### config.mk
export PLATFORM = sky130hd
export DESIGN_NAME = cs_result_fifo
export DESIGN_NICKNAME = d
export VERILOG_FILES = /design/src/rtl/cs_result_fifo.sv
export SDC_FILE = /design/constraint.sdc
export NUM_CORES = 1
export LEC_CHECK = 0
export BUFFER_PORTS_ARGS = -buffer_cell sky130_fd_sc_hd__buf_4
export CAP_MARGIN = 25
export CORE_UTILIZATION = 45
export DETAILED_ROUTE_END_ITERATION = 10
export SYNTH_ARGS = -nofsm -noshare
export SYNTH_HDL_FRONTEND = slang
export SYNTH_SLANG_ARGS = --single-unit
### constraint.sdc
create_clock -name clk -period 7.8 [get_ports clk]
set_input_delay 1.17 -clock clk [delete_from_list [all_inputs] [get_ports clk]]
set_output_delay 1.17 -clock clk [all_outputs]
set_load 0.1 [all_outputs]
### src/rtl/cs_result_fifo.sv
`default_nettype none
// ---------------------------------------------------------------------------
// cs_result_fifo : FWFT buffer for CS results, discards the warm-up window.
// Optional min/max tracking: define CS_RESULT_MINMAX_EN.   Rev 1.0
// ---------------------------------------------------------------------------
module cs_result_fifo #(
   parameter int DEPTH  = 16,
   parameter int WARMUP = 9
) (
   input  logic                     clk,
   input  logic                     reset,
   input  logic                     clr,
   input  logic                     in_en,
   input  logic [9:0]               Y,
   output logic                     out_valid,
   input  logic                     out_ready,
   output logic [9:0]               out_data,
   output logic [$clog2(DEPTH):0]   count,
   output logic                     full,
   output logic                     warm,
   output logic                     overflow,
   output logic [9:0]               y_min,
   output logic [9:0]               y_max
);

   localparam int              AW       = $clog2(DEPTH);
   localparam int              CW       = $clog2(WARMUP + 1);
   localparam logic [AW:0]     FULL_CNT = (AW + 1)'(DEPTH);
   localparam logic [CW-1:0]   WARM_CNT = CW'(WARMUP);

   typedef enum logic [1:0] {
      IDLE = 2'd0,
      FILL = 2'd1,
      RUN  = 2'd2
   } state_t;

   state_t          state_q, state_d;
   logic [CW-1:0]   wcnt_q, wcnt_d;
   logic [AW-1:0]   wr_ptr_q, wr_ptr_d;
   logic [AW-1:0]   rd_ptr_q, rd_ptr_d;
   logic [AW:0]     count_q, count_d;
   logic            overflow_q, overflow_d;
   logic [9:0]      mem_q [DEPTH];
   logic [9:0]      mem_d [DEPTH];
   logic            pop, push, drop;

   always_comb begin
      out_valid = (count_q != '0);
      full      = (count_q == FULL_CNT);
      warm      = (state_q == RUN);
      pop       = out_valid && out_ready;
      push      = in_en && warm && (!full || pop);
      drop      = in_en && warm && full && !pop;
   end

   assign out_data = mem_q[rd_ptr_q];
   assign count    = count_q;
   assign overflow = overflow_q;

   always_comb begin
      state_d    = state_q;
      wcnt_d     = wcnt_q;
      wr_ptr_d   = wr_ptr_q;
      rd_ptr_d   = rd_ptr_q;
      count_d    = count_q;
      overflow_d = overflow_q;
      mem_d      = mem_q;
      if (clr) begin
         state_d    = IDLE;
         wcnt_d     = '0;
         wr_ptr_d   = '0;
         rd_ptr_d   = '0;
         count_d    = '0;
         overflow_d = 1'b0;
         for (int i = 0; i < DEPTH; i++) mem_d[i] = '0;
      end else begin
         // The strobe that completes the window is consumed while still in FILL,
         // so it never becomes a write candidate.
         case (state_q)
            IDLE: if (in_en) begin
               wcnt_d  = CW'(1);
               state_d = (WARM_CNT <= CW'(1)) ? RUN : FILL;
            end
            FILL: if (in_en) begin
               if (wcnt_q != WARM_CNT) wcnt_d = wcnt_q + 1'b1;
               if (CW'(wcnt_q + 1'b1) == WARM_CNT) state_d = RUN;
            end
            default: ;
         endcase
         if (push) begin
            mem_d[wr_ptr_q] = Y;
            wr_ptr_d        = wr_ptr_q + 1'b1;
         end
         if (pop) rd_ptr_d = rd_ptr_q + 1'b1;
         case ({push, pop})
            2'b10:   count_d = count_q + 1'b1;
            2'b01:   count_d = count_q - 1'b1;
            default: ;
         endcase
         if (drop) overflow_d = 1'b1;
      end
   end

   always_ff @(posedge clk or posedge reset) begin
      if (reset) begin
         state_q    <= IDLE;
         wcnt_q     <= '0;
         wr_ptr_q   <= '0;
         rd_ptr_q   <= '0;
         count_q    <= '0;
         overflow_q <= 1'b0;
         for (int i = 0; i < DEPTH; i++) mem_q[i] <= '0;
      end else begin
         state_q    <= state_d;
         wcnt_q     <= wcnt_d;
         wr_ptr_q   <= wr_ptr_d;
         rd_ptr_q   <= rd_ptr_d;
         count_q    <= count_d;
         overflow_q <= overflow_d;
         mem_q      <= mem_d;
      end
   end

`ifdef CS_RESULT_MINMAX_EN
   logic [9:0] y_min_q, y_min_d, y_max_q, y_max_d;

   // Only accepted samples count; dropped and warm-up samples are ignored.
   always_comb begin
      y_min_d = y_min_q;
      y_max_d = y_max_q;
      if (clr) begin
         y_min_d = 10'h3FF;
         y_max_d = 10'h000;
      end else if (push) begin
         if (Y < y_min_q) y_min_d = Y;
         if (Y > y_max_q) y_max_d = Y;
      end
   end

   always_ff @(posedge clk or posedge reset) begin
      if (reset) begin
         y_min_q <= 10'h3FF;
         y_max_q <= 10'h000;
      end else begin
         y_min_q <= y_min_d;
         y_max_q <= y_max_d;
      end
   end

   assign y_min = y_min_q;
   assign y_max = y_max_q;
`else
   assign y_min = 10'h3FF;
   assign y_max = 10'h000;
`endif

endmodule
`default_nettype wire

# After elaboration in Yosys (flattened, before gate mapping)
# Cells that the tools add are included.
[word_totals] word_cells=87 output_inout_bits=39 input_bits=15 reg_bits=180
[op_classes] muxes=26 n_lt_le_gt_ge=3 bitwise=2 reduce_logical=18 n_addsub=5 eq_ne=11
[ops] op="$mux W160" count=2
[ops] op="$bwmux W160" count=1
[ops] op="$bmux W10 S4" count=1
[ops] op="$demux W10 S4" count=1
[ops] op="$mux W4" count=8
[ops] op="$mux W10" count=3
[ops] op="$add A4 B1 Y4 const B" count=3
[ops] op="$ne A3 B3 Y1 const B" count=4
[ops] op="$ge A5 B5 Y1 const B" count=2
[ops] op="$not A4 Y5" count=2
[ops] op="$pmux W5 S2" count=1
[ops] op="$mux W2" count=4
[ops] op="$pmux W4 S2" count=1
[ops] op="$reduce_and A4 Y1" count=2
[ops] op="$logic_and A1 B1 Y1" count=6
[ops] op="$reduce_bool A2 Y1" count=3
[ops] op="$reduce_bool A3 Y1" count=2
[ops] op="$add A5 B1 Y5 const B" count=1
[ops] op="$eq A5 B5 Y1 const B" count=1
[ops] op="$lt A5 B1 Y1 const B" count=1
[ops] op="$mux W5" count=1
[ops] op="$reduce_bool A5 Y1" count=1
[ops] op="$sub A5 B1 Y5 const B" count=1
[ops] op="$eq A2 B1 Y1 const B" count=2
[ops] op="8 further kinds" count=11

# Logic depth before layout (Yosys ltp)
[logic_depth] word_depth=8 depth_mapped=9 ltp_nobuf=8

# Least setup slack after synthesis
# Ideal clock, no wire load.
[synth_path] kind="register to output" from="reg count_q[3], in the netlist count[3]" to="out full" setup_slack_ns=3.729 path_buffers=1 path_stages_with_launch=4 required_time_ns=6.630 arrival_ns=2.901 path_cell_list="dfrtp_1 -> or4_4 -> buf_6 -> nor2_1"
[synth_via] elab_chain_len=1
[synth_rtl] element="start, declared" line="41" rtl="logic [AW:0] count_q, count_d;"
[synth_rtl] element="start signal, assigned" line="118" rtl="count_q <= count_d;"
[synth_rtl] element="$eq A5 B5 Y1" line="49" rtl="full = (count_q == FULL_CNT);"
[synth_rtl] element="end, declared" line="19" rtl="output logic full,"
# Every way passes these cells.

# Worst setup path after layout
[layout_path] from="reg rd_ptr_q[0]" to="out out_data[2]"
[layout_via] elab_chain_len=4
[layout_rtl] element="start, declared" line="40" rtl="logic [AW-1:0] rd_ptr_q, rd_ptr_d;"
[layout_rtl] element="start signal, assigned" line="117" rtl="rd_ptr_q <= rd_ptr_d;"
[layout_rtl] element="$not A4 Y5 (implied by the code)" line="56" rtl="assign out_data = mem_q[rd_ptr_q];"
[layout_rtl] element="$bmux W10 S4" line="56"
[layout_rtl] element="$mux W10 (implied by the code) (2 in a row)" line="56"
[layout_rtl] element="end, declared" line="17" rtl="output logic [9:0] out_data,"
# Every way passes these cells. The select of a mux whose other input is x is not followed.

==> flow_summary.ini <==
[grt]
grtUsageMet1_pct = 30.17
use_met3_pct = 4.286
met2_usage_pct = 34.22
grt-ovfl-total = 0
grt-busiest-layer = met2
antenna_found_initial = 0
grt_pass1_wl_mm = 35.39
grt_usage_pct = 21.66
grt_pass1_vias = 6006
grt_max_degree = 110

[min_path]
min_from = mem_q[158]
hold_class = reg -> reg
hold_path_depth = 2

[power_and_ir_drop]
seq_power_share_pct = 42.2
ir_drop_v = 0.0001517
leakage_nw = 5.691
switching_power_w = 0.0008143
power.share.switching_pct = 34.86
p_per_area_nw_per_um2 = 223.1
pwr-share-clk_pct = 36.5
p_int_w = 0.001522
combPwrFrac_pct = 21.3

[synthesis]
seq_area_frac_synth_pct = 47.54
netlist_area_um2 = 9475
netlist_instances = 775
synth_area_leader_cell = dfrtp_1
synth-edff-count = 0
synth.avg_cell_area_um2 = 12.23
synth_cell_type_count = 47
yosys.area.top_type_share_pct = 47.54
synth-async-reset-ratio_pct = 100.0
synth-main-ff-cell = dfrtp_1
synth-seq-cells = 180
yosysWarnings = 0
synth_area_leaders = dfrtp_1 48%, mux2i_1 17%, mux4_2 12%, nor2_1 7.0%, o2111ai_2 2.4%

[critical_path]
max_stage_delay_ns = 0.68
cp-startpoint = rd_ptr_q[0]
worstRegToRegCells = 7
reg2reg_from = state_q[0]
worst-path-max-fanout = 43
crit_chain = buf_4 -> mux4_2 -> mux4_2 -> buf_4
reg2reg_to = count[4]
cp_slowest_cell = buf_4
rrSetupSlack_ns = 4.66
endpoint = out_data[2]
end_kind = output pin
critPathRequiredTime_ns = 6.63
start_kind = flop
arrival_ns = 2.90
criticalPathCategory = reg -> out

[finish]
multi_input_area_um2 = 4443
fin_nets = 807
layout-drive-gt1-share_pct = 20.30
mostFrequentLayoutCells = 178 x dfrtp_1, 177 x nor2_1, 164 x mux2i_1, 50 x mux4_2, 38 x buf_4
final_common_cell = dfrtp_1
nFillCells = 1789
layout.area.seq_um2 = 4507
insertedDiodeCount = 0
area_growth_pct = 10.52
final_util_pct = 51.26

[cts]
cts_tree = built
clock_sinks = 180
postCtsSetupBuffers = 0
clkLatencyLatePin_ns = 0.44
cts_buffer_depth = 2
hold_buffers = 0
htree_levels = 4
cts_resized = 0
clk_pin_slew_worst_paths_ns = 0.07
clockRootBuffer = clkbuf_16
cts_buffers = 17

[timing]
relSlewSlack_pct = 30.75
setup_viol = 0
fmax_ghz = 0.2454
min_period_over_period_pct = 52.24
tightest_slew_ns = 1.039
skew_ns = 0.009585
timing.final.max_slew_violations = 0
rsz0062_at_grt = no
setup_tns_ns = 0
min_period_ns = 4.075
final_hold_viol_count = 0

[run]
drv_cap = 0

[floorplanning]
die_area_um2 = 21640
io_pins = 54
die_w_um = 147.1
die_height_um = 147.1
rows = 52
initial_core_util_pct = 46.38
core_area_um2 = 20430

[detailed_routing]
firstDrtPassIters = 6
vias_per_cell = 5.660
route.vias.total = 6017
ant_nets = 0
drc_errors = 0
post_drt_wl_per_cell_um = 20.68
finalWirelength_mm = 21.98
drt_iter0_markers = 478

[outcome]
status = complete, no violations

[place]
dp_hpwl_mm = 14.20
gp_congestion = 0.8337
io_buffers = 33
flip-flops by register name, summed over array words and instances, names as in the netlist:
name,count
mem_q,160
count,5
rd_ptr_q,4
wcnt_q,4
wr_ptr_q,4
state_q,2
overflow,1
worst min-delay path by stage:
| stage | end | slack (ns) |
|---|---|---|
| 5_1_grt | mem_q[92] | 0.54 |
| 3_3_place_gp | mem_q[51] | 0.50 |
| 6_report | mem_q[158] | 0.52 |
| 4_1_cts | mem_q[0] | 0.53 |
| 2_1_floorplan | mem_q[130] | 0.48 |
| 3_5_place_dp | mem_q[92] | 0.51 |
Yosys cell counts (10+ instances only):
master,instances
mux2i_1,164
ha_1,11
buf_2,20
o2111ai_2,15
buf_4,21
buf_6,17
nor2b_1,10
mux4_2,50
dfrtp_1,180
clkbuf_1,28
nor2_1,177
inv_1,11
stage by stage:
stage | cell area [um^2] | setup WS [ns] | std cells | total power, W | hold WS [ns]
after global placement | 9619 | 4.056 | 1015 | 0.001488 | 0.4990
after floorplan | 9543 | 1.743 | 793 | 0.001423 | 0.4837
after detailed placement | 9801 | 3.938 | 1027 | 0.001505 | 0.5108
final | 10470 | 3.725 | 1063 | 0.002336 | 0.5209
after global routing | 10470 | 3.542 | 1063 | 0.002434 | 0.5388
after CTS | 10390 | 3.643 | 1059 | 0.002356 | 0.5284
worst max-delay path: cells and delay by family (launching register included):
family | cells | cell delay (ns)
multiplexers | 2 | 1.14
buffers and inverters | 2 | 0.94
flip-flops | 1 | 0.34
cell families after synthesis:
kind of cell	synth area share [%]
compound gates	4.780
mux	29.45
xor+xnor	0.6470
buf+inv	6.285
flops	47.54
simple gates	9.561
fa+ha+maj	1.664
other cells	0.07926
power groups by stage:
stage	Sequential [W]	Clock [W]	Combinational, W
4_1_cts	0.000984	0.000870	0.000502
3_5_place_dp	0.00100	0	0.000502
2_1_floorplan	0.00104	0	0.000378
3_3_place_gp	0.00101	0	0.000475
5_1_grt	0.000988	0.000909	0.000537
6_report	0.000985	0.000853	0.000498
area by class of cell:
| type | count | area share (%) |
|---|---|---|
| Tap cell | 270 | 3.226 |
| Inverter | 11 | 0.4421 |
| Multi-Input combinational cell | 516 | 42.43 |
| Clock buffer | 18 | 4.098 |
| Timing Repair Buffer | 54 | 5.233 |
| Clock inverter | 14 | 1.541 |
| Sequential cell | 180 | 43.03 |
per-layer routing:
| metal | vias to the layer above | part of all wire [%] |
|---|---|---|
| met4 | 0 | 1.6 |
| met2 | 166 | 49 |
| met3 | 26 | 4.2 |
| met5 | - | 0 |
| li1 | 2697 | - |
| met1 | 3128 | 45 |
(Power assumes the default switching activity.)
